===== config.mk =====
export PLATFORM = sky130hd
export DESIGN_NAME = fft_bram_reader
export DESIGN_NICKNAME = d
export VERILOG_FILES = /design/src/rtl/fft_pkg.sv /design/src/rtl/fft_rd_fifo.sv /design/src/rtl/fft_bram_reader.sv
export SDC_FILE = /design/constraint.sdc
export NUM_CORES = 1
export LEC_CHECK = 0
export CAP_MARGIN = 20
export CORE_MARGIN = 10
export CORE_UTILIZATION = 55
export DETAILED_ROUTE_END_ITERATION = 12
export GPL_ROUTABILITY_DRIVEN = 0
export PLACE_DENSITY = 0.8
export SLEW_MARGIN = 10
export SYNTH_ARGS = -nofsm -noshare
export SYNTH_HDL_FRONTEND = slang
export SYNTH_SLANG_ARGS = --single-unit

===== constraint.sdc =====
create_clock -name clk -period 12.55 [get_ports clk]
set_input_delay 1.255 -clock clk [delete_from_list [all_inputs] [get_ports clk]]
set_output_delay 1.255 -clock clk [all_outputs]
set_load 0.005 [all_outputs]

===== src/rtl/fft_pkg.sv =====
// Constants and types shared by the spectrum BRAM writer and reader.
// The BRAM word address is bin*NUM_CH + ch.
package fft_pkg;
    localparam int NUM_CH  = 8;
    localparam int NUM_BIN = 256;
    localparam int SAMP_W  = 32;
    localparam int CH_W    = $clog2(NUM_CH);
    localparam int BIN_W   = $clog2(NUM_BIN);
    localparam int ADDR_W  = $clog2(NUM_CH * NUM_BIN);

    localparam logic [1:0] S_IDLE  = 2'd0;
    localparam logic [1:0] S_READ  = 2'd1;
    localparam logic [1:0] S_DRAIN = 2'd2;

    typedef enum logic [1:0] {
        IDLE  = S_IDLE,
        READ  = S_READ,
        DRAIN = S_DRAIN
    } rd_state_t;

    typedef struct packed {
        logic [CH_W-1:0]  ch;
        logic [BIN_W-1:0] bin;
        logic             tlast;
        logic             frame_last;
    } tag_t;

    typedef struct packed {
        tag_t              tag;
        logic [SAMP_W-1:0] im;
        logic [SAMP_W-1:0] re;
    } beat_t;
endpackage


===== src/rtl/fft_rd_fifo.sv =====
// Small synchronous FIFO with flop storage.
// The head entry is read straight from registers and is stable until popped.
module fft_rd_fifo #(
    parameter int  WIDTH = 77,
    parameter int  DEPTH = 4,
    localparam int PTR_W = (DEPTH > 1) ? $clog2(DEPTH) : 1,
    localparam int CNT_W = $clog2(DEPTH + 1)
) (
    input  logic             clk,
    input  logic             rst,
    input  logic             i_push,
    input  logic [WIDTH-1:0] i_din,
    input  logic             i_pop,
    output logic [WIDTH-1:0] o_dout,
    output logic [CNT_W-1:0] o_count
);
    logic [DEPTH-1:0][WIDTH-1:0] r_mem;
    logic [PTR_W-1:0]            r_wr_ptr;
    logic [PTR_W-1:0]            r_rd_ptr;
    logic [CNT_W-1:0]            r_count;
    logic                        w_push;
    logic                        w_pop;

    function automatic logic [PTR_W-1:0] ptr_inc(input logic [PTR_W-1:0] p);
        return (p == PTR_W'(DEPTH - 1)) ? '0 : p + PTR_W'(1);
    endfunction

    assign w_pop  = i_pop && (r_count != '0);
    assign w_push = i_push && ((r_count != CNT_W'(DEPTH)) || w_pop);

    always_ff @(posedge clk or posedge rst) begin
        if (rst) begin
            r_mem    <= '0;
            r_wr_ptr <= '0;
            r_rd_ptr <= '0;
            r_count  <= '0;
        end else begin
            if (w_push) begin
                r_mem[r_wr_ptr] <= i_din;
                r_wr_ptr        <= ptr_inc(r_wr_ptr);
            end
            if (w_pop)
                r_rd_ptr <= ptr_inc(r_rd_ptr);
            case ({w_push, w_pop})
                2'b10:   r_count <= r_count + CNT_W'(1);
                2'b01:   r_count <= r_count - CNT_W'(1);
                default: r_count <= r_count;
            endcase
        end
    end

    assign o_dout  = r_mem[r_rd_ptr];
    assign o_count = r_count;
endmodule


===== src/rtl/fft_bram_reader.sv =====
// Reads a completed FFT frame from spectrum BRAM port B and streams it
// channel-major on AXI-Stream; reads are credit-limited so returns always fit.
module fft_bram_reader
    import fft_pkg::SAMP_W, fft_pkg::CH_W, fft_pkg::BIN_W, fft_pkg::ADDR_W,
           fft_pkg::rd_state_t, fft_pkg::IDLE, fft_pkg::READ, fft_pkg::DRAIN,
           fft_pkg::tag_t, fft_pkg::beat_t;
#(
    parameter int NUM_CH     = fft_pkg::NUM_CH,
    parameter int NUM_BIN    = fft_pkg::NUM_BIN,
    parameter int RD_LAT     = 1,
    parameter int FIFO_DEPTH = 4
) (
    input  logic                    clk,
    input  logic                    rst,
    input  logic                    frame_done,
    output logic                    busy,
    output logic                    overrun_err,
    output logic [31:0]             bram_addr,
    output logic                    bram_en,
    input  logic [SAMP_W-1:0]       bram_dout_re,
    input  logic [SAMP_W-1:0]       bram_dout_im,
    output logic [2*SAMP_W-1:0]     m_axis_tdata,
    output logic [CH_W+BIN_W-1:0]   m_axis_tuser,
    output logic                    m_axis_tvalid,
    input  logic                    m_axis_tready,
    output logic                    m_axis_tlast,
    output logic                    frame_last
);
    localparam int CNT_W = $clog2(FIFO_DEPTH + 1);
    localparam int INF_W = $clog2(RD_LAT + 1);

    rd_state_t          r_state;
    rd_state_t          w_state_nxt;
    logic [CH_W-1:0]    r_ch;
    logic [BIN_W-1:0]   r_bin;
    logic               r_overrun;
    logic [RD_LAT-1:0]  r_vld;
    tag_t [RD_LAT-1:0]  r_tag;
    logic [INF_W-1:0]   w_inflight;
    logic [CNT_W-1:0]   w_fifo_cnt;
    logic [ADDR_W-1:0]  w_addr;
    logic               w_credit, w_issue, w_bin_last, w_last_rd;
    logic               w_push, w_pop;
    tag_t               w_tag;
    beat_t              w_din, w_head;

    assign w_inflight = INF_W'($countones(r_vld));
    // Every outstanding read already owns a FIFO slot, so a push can never find it full.
    assign w_credit   = (int'(w_fifo_cnt) + int'(w_inflight) + 1) <= FIFO_DEPTH;
    assign w_bin_last = (r_bin == BIN_W'(NUM_BIN - 1));
    assign w_last_rd  = w_bin_last && (r_ch == CH_W'(NUM_CH - 1));
    assign w_tag      = '{ch: r_ch, bin: r_bin, tlast: w_bin_last, frame_last: w_last_rd};
    assign w_addr     = ADDR_W'(r_bin) * ADDR_W'(NUM_CH) + ADDR_W'(r_ch);

    always_comb begin
        w_state_nxt = r_state;
        w_issue     = 1'b0;
        case (r_state)
            IDLE:  if (frame_done) w_state_nxt = READ;
            READ: begin
                w_issue = w_credit;
                if (w_credit && w_last_rd) w_state_nxt = DRAIN;
            end
            DRAIN: begin
                if (w_inflight == '0 &&
                    (w_fifo_cnt == '0 || (w_fifo_cnt == CNT_W'(1) && w_pop)))
                    w_state_nxt = IDLE;
            end
            default: w_state_nxt = IDLE;
        endcase
    end

    always_ff @(posedge clk or posedge rst) begin
        if (rst) begin
            r_state   <= IDLE;
            r_ch      <= '0;
            r_bin     <= '0;
            r_overrun <= 1'b0;
            r_vld     <= '0;
            r_tag     <= '0;
        end else begin
            r_state <= w_state_nxt;
            if (frame_done && r_state != IDLE)
                r_overrun <= 1'b1;
            if (r_state == IDLE && frame_done) begin
                r_ch  <= '0;
                r_bin <= '0;
            end else if (w_issue) begin
                if (w_bin_last) begin
                    r_bin <= '0;
                    r_ch  <= (r_ch == CH_W'(NUM_CH - 1)) ? '0 : r_ch + CH_W'(1);
                end else begin
                    r_bin <= r_bin + BIN_W'(1);
                end
            end
            r_vld[0] <= w_issue;
            r_tag[0] <= w_tag;
            for (int i = 1; i < RD_LAT; i++) begin
                r_vld[i] <= r_vld[i-1];
                r_tag[i] <= r_tag[i-1];
            end
        end
    end

    assign w_push = r_vld[RD_LAT-1];
    assign w_din  = '{tag: r_tag[RD_LAT-1], im: bram_dout_im, re: bram_dout_re};
    assign w_pop  = m_axis_tvalid && m_axis_tready;

    fft_rd_fifo #(
        .WIDTH ($bits(beat_t)),
        .DEPTH (FIFO_DEPTH)
    ) u_fifo (
        .clk     (clk),
        .rst     (rst),
        .i_push  (w_push),
        .i_din   (w_din),
        .i_pop   (w_pop),
        .o_dout  (w_head),
        .o_count (w_fifo_cnt)
    );

    assign busy          = (r_state != IDLE);
    assign overrun_err   = r_overrun;
    assign bram_en       = w_issue;
    assign bram_addr     = {{(32 - ADDR_W){1'b0}}, w_addr};
    assign m_axis_tvalid = (w_fifo_cnt != '0);
    assign m_axis_tdata  = {w_head.im, w_head.re};
    assign m_axis_tuser  = {w_head.tag.ch, w_head.tag.bin};
    assign m_axis_tlast  = m_axis_tvalid && w_head.tag.tlast;
    assign frame_last    = m_axis_tvalid && w_head.tag.frame_last;
endmodule


# Yosys cells after proc, flatten, opt, wreduce, memory -nomap -nowiden

Cells that the tools add are included.

Muxes and demuxes: 20
Add/subtract/negate cells: 9
Eq/ne operators: 13
Magnitude comparators: 4
Bitwise operators: 1
Reduce and logical (&&, ||, !) cells: 23

Operators by type and width:

| cell                                                                             | count |
|---|---|
| 308-bit bitwise mux                                                              | 1 |
| 77-bit binary-select mux with 2-bit select                                       | 1 |
| 77-bit demux with 2-bit select                                                   | 1 |
| 77-bit 2-to-1 mux                                                                | 2 |
| 8-bit 2-to-1 mux                                                                 | 3 |
| 1-bit logical AND                                                                | 12 |
| 3-bit 2-to-1 mux                                                                 | 4 |
| 11-bit by 3-bit adder with 11-bit output                                         | 1 |
| 2-bit 2-to-1 mux                                                                 | 5 |
| 8-bit by 1-bit adder with 8-bit output, second input constant                    | 1 |
| 2-bit equality test, second input constant                                       | 4 |
| 8-bit equality test, second input constant                                       | 1 |
| 2-bit nonzero test                                                               | 4 |
| 3-bit by 1-bit adder with 3-bit output, second input constant                    | 2 |
| 2-bit by 3-bit < comparator with 1-bit output, second input constant             | 2 |
| 2-bit != test, second input constant                                             | 3 |
| 2-bit one-hot mux with 3 select lines                                            | 1 |
| 3-bit one-hot mux with 2 select lines                                            | 1 |
| 4-bit by 1-bit adder with 5-bit output, second input constant                    | 1 |
| 5-bit by 3-bit less-or-equal comparator with 1-bit output, second input constant | 1 |
| 2-bit by 1-bit adder with 2-bit output, second input constant                    | 2 |
| 3-bit by 1-bit adder with 4-bit output                                           | 1 |
| 2-bit by 1-bit equality test with 1-bit output, second input constant            | 2 |
| 3-bit by 1-bit equality test with 1-bit output, second input constant            | 1 |
| 12 further kinds                                                                 | 13 |

Output and inout bits: 113
Input bits: 68
Register bits after elaboration: 343

# Depth between registers and ports, before layout

Gate-level depths: netlist of run 1.

Word-level depth: 7
Mapped depth: 10
Depth with buffers taken out: 10

# Cells and area by module

From an unflattened synthesis of run 1, not the netlist that was laid out.

Cell total of the unflattened synthesis: 919
Area, all modules: 15,139.5 µm²

Modules (own cells, without submodules):

| module          | times used | cells an instance | area each (µm²) |
|---|---|---|---|
| fft_rd_fifo     | 1          | 786               | 13,721.9 |
| fft_bram_reader | 1          | 133               | 1,417.6 |

# Worst setup path before layout of run 1

OpenSTA, ideal clock, no wires.

Kind: flip-flop to output port
Start: reg r_vld
End: out bram_en
Cell stages (with the launch flop): 9
Buffers on the path: 0
Arrival time: 1.458 ns
Slack: 9.837 ns
Cell sequence: dfrtp_1 inv_1 ha_1 inv_1 ha_1 nor2b_1 a21o_4 nand2_4 inv_2

Cells in the longest elaborated chain, start to end: 4

Ends and longest elaborated chain:

| item                                                      | RTL line              | text |
|---|---|---|
| from (decl)                                               | fft_bram_reader.sv:37 | `logic [RD_LAT-1:0] r_vld;` |
| from (signal, indexed assignment)                         | fft_bram_reader.sv:99 | `r_vld[i] <= r_vld[i-1];` |
| 3-bit by 1-bit adder with 4-bit output                    | fft_bram_reader.sv:49 | `assign w_credit = (int'(w_fifo_cnt) + int'(w_inflight) + 1) <= FIFO_DEPTH;` |
| 4-bit by 1-bit adder with 5-bit output                    | fft_bram_reader.sv:49 |  |
| 5-bit by 3-bit less-or-equal comparator with 1-bit output | fft_bram_reader.sv:49 |  |
| 1-bit 2-to-1 mux                                          | fft_bram_reader.sv:58 | `case (r_state)` |
| to (decl)                                                 | fft_bram_reader.sv:19 | `output logic bram_en,` |

Every way passes these cells.

# Worst setup path after layout of run 1

Start: reg u_fifo.r_rd_ptr[0]
End: out m_axis_tdata[47]

Cells in the longest elaborated chain, start to end: 2

Ends and longest elaborated chain:

| item                                       | RTL line              | text |
|---|---|---|
| from (decl)                                | fft_rd_fifo.sv:19     | `logic [PTR_W-1:0] r_rd_ptr;` |
| from (signal assigned)                     | fft_rd_fifo.sv:43     | `r_rd_ptr <= ptr_inc(r_rd_ptr);` |
| 77-bit binary-select mux with 2-bit select | fft_rd_fifo.sv:52     | `assign o_dout = r_mem[r_rd_ptr];` |
| 77-bit 2-to-1 mux (implied by the code)    | fft_rd_fifo.sv:52     |  |
| to (decl)                                  | fft_bram_reader.sv:22 | `output logic [2*SAMP_W-1:0] m_axis_tdata,` |

Every way passes these cells. The select of a mux whose other input is x is not followed.

==> metrics, run 1 <==
status finished, final reports clean; Yosys cell types 51; CTS resizes 0; clock transition at the registers of the reported paths roughly 0.06 ns; Synth top cells by count 343 x dfrtp_1, 270 x mux2_2, 77 x mux4_2; Rel. slew slack 0.273; Max Cap Viol 0; Leak 0.00791 uW; DRC 0; minimum clock period after layout 4.48 ns; H-Tree Depth 2; total vias in the final route just over 8000; Compound-Gate Fraction of Synth Area 0.0118; post-route ant nets 0; Seq/Total Area, Yosys 0.559; total power approximately 5400 uW; Final HPWL DP approximately 19000 um; kind of critical path flop to output pin; number of global-route vias before repair roughly 9000; final net count around 1200; DR vias/cell 5.61; FFs w/ async S/R, synth 1.00; Hold Fails Final Rpt 0; port buffer count about 160; I/O Pins between 150 and 200; CTS root buf clkbuf_16; WL final between 30000 and 40000 um; setup repair bufs after CTS 0; Final Slew Violations 0; Avg Inst Size Synth 16.8 um^2; Fin Setup TNS 0 ns; first-pass GRT wire length ~51000 um; pwr dens between 200 and 300 nW/um^2; Global Route Usage Sum 0.178; crit path launch type flop; Mapped Area about 15000 um^2; Critical Path RT around 11 ns; crit path max fanout 45; Area after DPL approximately 17000 um^2; Worst-Margin Slew 1.09 ns; die height 187 um; DIE AREA between 30000 and 40000 um^2; CTS tree yes; Antenna Cells 0; maximum VDD drop 0.145 mV; DRT Pass-1 Iters 4; die width approximately 190 um; drt initial violations around 400; Mapped Cells around 920; starting density of the core 0.554; largest family of logic cells by synthesized area multiplexers; slack of the critical path 8.07 ns; xor/xnor share of the synthesized area 0.00285; period utilization 0.357; layout cells sized above 1 0.424; Area Growth Syn to Fin 18.9%; Max Root-Sink Buffers 3; Primary FF master, synth dfrtp_1; clock latency on the worst-skew pair about 0.51 ns; number of synthesized flops with an enable pin 0; post-synthesis adder-cell area fraction 0.0122; count leader, synth dfrtp_1; CTS Hold Bufs 0; unrepaired setup endpoints after global routing no; top cells by area, synth dfrtp_1 56%, mux2_2 20%, mux4_2 11%; Fmax roughly 0.22 GHz; num rows around 60; Ys Warns 0; fin cells approximately 1500; area leader, netlist dfrtp_1; area of the core ~28000 um^2; #FFs+latches synth between 300 and 400; post-synthesis mux area share 0.349; number of antenna violations at the first check in global routing 0; final setup fails 0; largest net degree at the start of global routing ~190; Finished Cell Area about 18000 um^2; Critical Path AT around 3.2 ns; total grt overflow 0; wire per inst ~21 um; # fillers 1974; Placed Cells roughly 1400; clock sinks roughly 340; simple-gate share of the synthesized area 0.0230; clk_skew approximately 0.010 ns; Synth top area share 0.559; cts bufs inserted 37; post-placement setup slack ~8.5 ns; Worst setup EP type output pin; hold crit path type flop to flop
[where the power goes]
group | switching (uW) | internal [uW] | total (uW)
clock network | 427 | 692 | 1120
logic | 807 | 1480 | 2290
registers | 349 | 1640 | 1990
total | 1580 | 3810 | 5400
[stage by stage]
stage	utilization	hold WS (ns)
2_1_floorplan	-	0.418
3_3_place_gp	0.614	0.442
3_5_place_dp	0.614	0.452
4_1_cts	0.659	0.465
5_1_grt	0.659	0.493
6_report	0.659	0.460
[path summary, 6_finish.rpt]
kind | start | to | slack, ns | cells past startpoint
setup / recovery | u_fifo.r_rd_ptr[0] | m_axis_tdata[47] | 8.07 | 3
hold / removal | overrun_err | overrun_err | 0.46 | 1
setup reg to reg | u_fifo.o_count[0] | u_fifo.r_mem[14] | 9.67 | 8
hold reg to reg | overrun_err | overrun_err | 0.46 | 1
max in group asynchronous | rst | u_fifo.r_mem[254] | 9.89 | 3
min in group asynchronous | rst | u_fifo.r_mem[58] | 1.23 | 2
[kinds of logic (layout without fill, tap and decap cells)]
group | after synthesis | in the layout
mux | 390 | 390
flops | 343 | 343
buf+inv | 86 | 247
simple gates | 52 | 52
compound gates | 23 | 23
fa+ha+maj | 15 | 15
xor+xnor | 5 | 5
other cells | 1 | 21
[registers in the layout, summed over array words and instances, names as in the netlist]
register         cells
u_fifo.r_wr_ptr      2
r_ch                 3
r_state              2
u_fifo.o_count       3
u_fifo.r_mem       308
overrun_err          1
r_vld                1
r_bin                8
r_tag               13
u_fifo.r_rd_ptr      2
[final cells by class]
| cell class | instances | area [um^2] | area share |
|---|---|---|---|
| multi-input cells | 506 | 6210 | 0.340 |
| repair buffers | 167 | 1660 | 0.0911 |
| flip-flops and latches | 343 | 8590 | 0.470 |
| inverters | 14 | 60.1 | 0.00329 |
| clock inverters | 13 | 171 | 0.00938 |
| well taps | 378 | 473 | 0.0259 |
| clock buffers | 53 | 1100 | 0.0601 |
[worst max-delay path: stages (launching register included)]
cell and delay (ns):
dfrtp_4 0.86, buf_4 0.72, mux4_2 0.63, clkdlybuf4s50_1 0.47
[layout by cell type (no fill, tap or decap), types with 2 or more instances in the layout]
cell type        count
or3_1                3
clkbuf_1             7
dfrtp_4              2
clkdlybuf4s50_1    159
a21oi_1              7
mux2_4              30
xnor2_1              2
nand2_4              5
ha_1                15
clkinv_2             7
nand3_1              5
nor3_1               3
inv_1               12
and2_1               2
nor2_1               7
dfrtp_1            341
clkbuf_16           39
mux2_2             270
mux2_1              10
bufinv_16            4
buf_4                7
mux4_2              77
nand2_1             10
nand2b_1             3
conb_1              21
a311oi_1             2
o21ai_0              4
nand3_4              2
xor2_1               3
clkbuf_8             7
a21o_1               2
mux2i_1              3
[metal layers]
layer	up-vias	global-route usage	routed length (um)
met4	0	0.0440	476
met5	-	0	0
met2	172	0.303	15700
met1	4409	0.229	13400
met3	36	0.0362	1430
li1	3655	-	-
(Power assumes the default switching activity.)
==> inputs of run 2 (changes only) <==
==> constraint.sdc (replaced) <==
create_clock -name clk -period 4.2 [get_ports clk]
set_input_delay 0.42 -clock clk [delete_from_list [all_inputs] [get_ports clk]]
set_output_delay 0.42 -clock clk [all_outputs]
set_load 0.005 [all_outputs]
==> metrics, run 2 (synthesis results as in run 1) <==
setup repair bufs after CTS 0 (unchanged); total grt overflow 0 (unchanged); commonest non-fill, non-tap cell in the layout dfrtp_1; number of antenna violations at the first check in global routing 0 (unchanged); Max Root-Sink Buffers 3 (unchanged); crit path max fanout 25 (-44%); Finished Cell Area 18300 um^2 (+0.17%); starting density of the core 0.554 (unchanged); post-route ant nets 0 (unchanged); CTS Hold Bufs 0 (unchanged); clock transition at the registers of the reported paths 0.06 ns (about the same); CP max stage delay 0.78 ns (-0.08 ns); hold crit path type input pin to asynchronous set/reset pin; most frequent cells in the layout 341 x dfrtp_1, 270 x mux2_2, 159 x clkdlybuf4s50_1; CTS tree yes; met2 usage 0.307 (+0.00415); Biggest register u_fifo.r_mem; first-pass GRT wire length 51500 um (+0.35%); post-placement setup slack 1.43 ns (-7.09 ns); status finished, final reports clean; DIE AREA 35000 um^2 (unchanged); Area after DPL 17100 um^2 (+0.80%); Rel. slew slack 0.433 (+0.160); GRT Max-Usage Layer met2; wire per inst 21.1 um (+0.51%); largest net degree at the start of global routing 79 (-58%); Placed Cells 1415 (+0.50%); Final HPWL DP 20200 um (+4.8%); slack of the critical path 0.996 ns (-7.08 ns); final net count 1159 (+0.61%); crit path launch type flop; area of the core 27700 um^2 (unchanged); period utilization 0.763; Regs by FF count u_fifo.r_mem x308, r_tag x13, r_bin x8; DRC 0 (unchanged); clock sinks 343 (unchanged); max reg flops 308 (unchanged); worst reg2reg path endpoint u_fifo.r_mem[201]; Critical Path AT 2.78 ns (-0.44 ns); met3 global-route usage 0.0345 (-0.00168); Worst-Margin Slew 0.849 ns (-0.242 ns); Worst path slowest cell dfrtp_4; reg2reg start u_fifo.o_count[1]; R2R depth 8 (unchanged); Global Route Usage Sum 0.180 (+0.00156); fin cells 1478 (+0.27%); die width 187 um (unchanged); r2r setup slk 1.57 ns (-8.10 ns); DRT Pass-1 Iters 4 (unchanged); clock latency on the worst-skew pair 0.50 ns (about the same); pwr dens 872 nW/um^2 (+200%); die height 187 um (unchanged); drt initial violations 387 (-3.7%); total vias in the final route 8285 (+0.16%); Antenna Cells 0 (unchanged); WL final 31200 um (+0.79%); I/O Pins 181 (unchanged); Hold Fails Final Rpt 0 (unchanged); Area Growth Syn to Fin 19.1%; final setup fails 0 (unchanged); Leak 0.00793 uW (+0.29%); Final Slew Violations 0 (unchanged); port buffer count 159 (unchanged); Max Cap Viol 0 (unchanged); met1 usage 0.233 (+0.00365); kind of critical path flop to output pin; Worst setup EP type output pin; crit path cell chain buf_4 -> mux4_2 -> clkdlybuf4s50_1; Fmax roughly 0.31 GHz; maximum VDD drop 0.468 mV (+220%); num rows 61 (unchanged); Critical Path RT 3.78 ns (-7.52 ns); DR vias/cell 5.61 (-0.11%); minimum clock period after layout ~3.2 ns; layout cells sized above 1 0.429 (+0.00482); unrepaired setup endpoints after global routing no; number of global-route vias before repair 9303 (+0.40%); clk_skew 0.0136 ns (+0.00313 ns); cts bufs inserted 37 (unchanged); CTS resizes 0 (unchanged); CTS root buf clkbuf_16; Fin Setup TNS 0 ns (unchanged); total power 16000 uW (+200%); H-Tree Depth 2 (unchanged)
-- run 2: metal layers --
metal,vias to the layer above,part of all wire
li1,3657,-
met5,-,0
met1,4442,0.44
met2,156,0.51
met4,0,0.013
met3,30,0.045
-- run 2: through the flow --
step            util  hold slack [ns]
2_1_floorplan      -            0.418
4_1_cts        0.661            0.440
3_5_place_dp   0.619            0.447
5_1_grt        0.661            0.486
3_3_place_gp   0.619            0.443
6_report       0.661            0.438
-- run 2: critical path: cells and delay by family, from the launching register on --
kind | cells | cell delay (ns)
muxes | 1 | 0.57
buffers and inverters | 2 | 0.93
DFF | 1 | 0.78
-- run 2: area by class of cell --
cell class,instances,area (um^2)
Fill cell,1928,9400
Sequential cell,343,8590
Multi-Input combinational cell,506,6210
Timing Repair Buffer,174,1800
Clock buffer,54,1120
Tap cell,378,473
Inverter,14,56.3
Clock inverter,9,45.0
-- run 2: worst max-delay path by stage --
stage	from	endpoint	slack, ns	cells after the start
6_report	u_fifo.r_rd_ptr[1]	m_axis_tdata[17]	1.0	3
2_1_floorplan	rst	overrun_err	-0.81	1
5_1_grt	u_fifo.r_rd_ptr[1]	m_axis_tdata[21]	0.80	3
3_5_place_dp	m_axis_tready	u_fifo.r_mem[231]	1.43	6
3_3_place_gp	u_fifo.r_rd_ptr[1]	m_axis_tdata[21]	1.45	3
4_1_cts	u_fifo.r_rd_ptr[1]	m_axis_tdata[17]	0.89	3
-- run 2: power by group --
part | total, uW | switching (uW) | internal (uW)
Clock | 3080 | 1240 | 1840
Combinational | 6990 | 2510 | 4480
Sequential | 5890 | 977 | 4910
==> inputs of run 3 (changes only) <==
--- a/config.mk
+++ b/config.mk
@@ -7,10 +7,10 @@
 export LEC_CHECK = 0
 export CAP_MARGIN = 20
 export CORE_MARGIN = 10
-export CORE_UTILIZATION = 55
+export CORE_UTILIZATION = 51
 export DETAILED_ROUTE_END_ITERATION = 12
 export GPL_ROUTABILITY_DRIVEN = 0
-export PLACE_DENSITY = 0.8
+export PLACE_DENSITY = 0.78
 export SLEW_MARGIN = 10
 export SYNTH_ARGS = -nofsm -noshare
 export SYNTH_HDL_FRONTEND = slang
==> constraint.sdc (replaced) <==
create_clock -name clk -period 2.9 [get_ports clk]
set_input_delay 0.29 -clock clk [delete_from_list [all_inputs] [get_ports clk]]
set_output_delay 0.29 -clock clk [all_outputs]
set_load 0.005 [all_outputs]
==> metrics, run 3 (synthesis results as in run 1) <==
status finished, final reports clean; clk_skew 0.00878 ns (-0.00482 ns); total vias in the final route 8377 (+1.1%); met2 usage 0.284 (-0.0235); Hold Fails Final Rpt 0 (unchanged); unrepaired setup endpoints after global routing no; met1 usage 0.220 (-0.0130); pwr dens 1270 nW/um^2 (+46%); clock transition at the registers of the reported paths 0.05 ns (about the same); die height 194 um (+3.4%); worst reg2reg path endpoint u_fifo.r_mem[25]; most frequent cells in the layout 341 x dfrtp_1, 270 x mux2_2, 159 x clkdlybuf4s50_1; Area Growth Syn to Fin 22.0%; max reg flops 308 (unchanged); clock sinks 343 (unchanged); DRC 0 (unchanged); crit path max fanout 8 (-68%); hold crit path type input pin to asynchronous set/reset pin; starting density of the core 0.517 (-0.0375); Global Route Usage Sum 0.168 (-0.0118); Fin Setup TNS 0 ns (unchanged); first-pass GRT wire length 52000 um (+1.1%); number of antenna violations at the first check in global routing 1 (+1); WL final 31800 um (+2.0%); DIE AREA 37500 um^2 (+7.0%); final net count 1186 (+2.3%); clock latency on the worst-skew pair 0.50 ns (about the same); wire per inst 21.0 um (-0.74%); area of the core 29700 um^2 (+7.3%); Leak 0.00814 uW (+2.7%); Worst-Margin Slew 0.750 ns (-0.0987 ns); Critical Path RT 2.61 ns (-1.17 ns); Max Cap Viol 0 (unchanged); CTS tree yes; drt initial violations 353 (-8.8%); die width 194 um (+3.4%); crit path launch type flop; Critical Path AT 2.45 ns (-0.33 ns); met3 global-route usage 0.0315 (-0.00302); DR vias/cell 5.51 (-1.6%); post-route ant nets 0 (unchanged); kind of critical path flop to output pin; DRT Pass-1 Iters 4 (unchanged); H-Tree Depth 2 (unchanged); commonest non-fill, non-tap cell in the layout dfrtp_1; num rows 63 (+3.3%); Fmax 0.365 GHz; Final Slew Violations 0 (unchanged); minimum clock period after layout 2.74 ns; reg2reg start u_fifo.o_count[1]; largest net degree at the start of global routing 59 (-25%); CTS root buf clkbuf_16; R2R depth 8 (unchanged); Worst setup EP type output pin; r2r setup slk 0.62 ns (-0.95 ns); port buffer count 159 (unchanged); I/O Pins 181 (unchanged); period utilization 0.944; total grt overflow 0 (unchanged); Regs by FF count u_fifo.r_mem x308, r_tag x13, r_bin x8; Max Root-Sink Buffers 3 (unchanged); number of global-route vias before repair 9308 (+0.054%); final setup fails 0 (unchanged); cts bufs inserted 38 (+2.7%); Min Hold Slack 0.279 ns (-0.158 ns); layout cells sized above 1 0.441 (+0.0124); Rel. slew slack 0.499 (+0.0659); maximum VDD drop 0.667 mV (+42%); Biggest register u_fifo.r_mem; Final HPWL DP 21200 um (+5.1%); GRT Max-Usage Layer met2
## run 3: how the worst max path moves through the flow
stage                      startpoint           to  cells after the start
detailed placement              r_vld      bram_en                      9
CTS                 u_fifo.o_count[0]      bram_en                      9
floorplan                         rst  overrun_err                      1
global route        u_fifo.o_count[0]      bram_en                      9
finish              u_fifo.o_count[0]      bram_en                      9
global placement                r_vld      bram_en                      9
## run 3: repair_timing
item                       4_1_cts  5_1_grt
buffers inserted                 0        8
resized for setup                2        2
hold buffers                     0        0
setup endpoints to repair        1        7
## run 3: layer usage
metal	wire, um	vias up
li1	-	3719
met1	14100	4457
met2	16100	159
met3	1280	42
met4	446	0
met5	0	-
## run 3: cell type report
class / instances / area (um^2)
Clock buffer: 60 / 1200
Sequential cell: 343 / 8590
Inverter: 14 / 58.8
Fill cell: 2134 / 11000
Antenna cell: 1 / 2.50
Clock inverter: 5 / 75.1
Tap cell: 390 / 488
Multi-Input combinational cell: 506 / 6210
Timing Repair Buffer: 200 / 2120
## run 3: power by group
group / total [uW] / internal, uW / switching [uW]
Combinational: 10600 / 6760 / 3830
Sequential: 8430 / 7120 / 1320
Clock: 4790 / 2990 / 1790
Total: 23800 / 16900 / 6940
## run 3: stage by stage
step	cell area [um^2]	util	std cells	setup slack, ns	power, uW
after detailed placement	17400	0.585	1445	0.518	19100
final	18700	0.631	1519	0.163	23800
after global placement	17400	0.585	1445	0.535	18800
after floorplan	15400	-	935	-1.98	15100
after global routing	18700	0.631	1519	0.00672	25200
after CTS	18700	0.628	1510	0.0144	24000
## run 3: worst max-delay path: stages (launching register included)
cell and delay (ns):
dfrtp_1 0.41, inv_2 0.07, ha_1 0.18, inv_1 0.05, ha_1 0.14, or2b_1 0.26, a21o_4 0.23, nand2_4 0.09
inv_4 0.06, clkdlybuf4s50_1 0.45
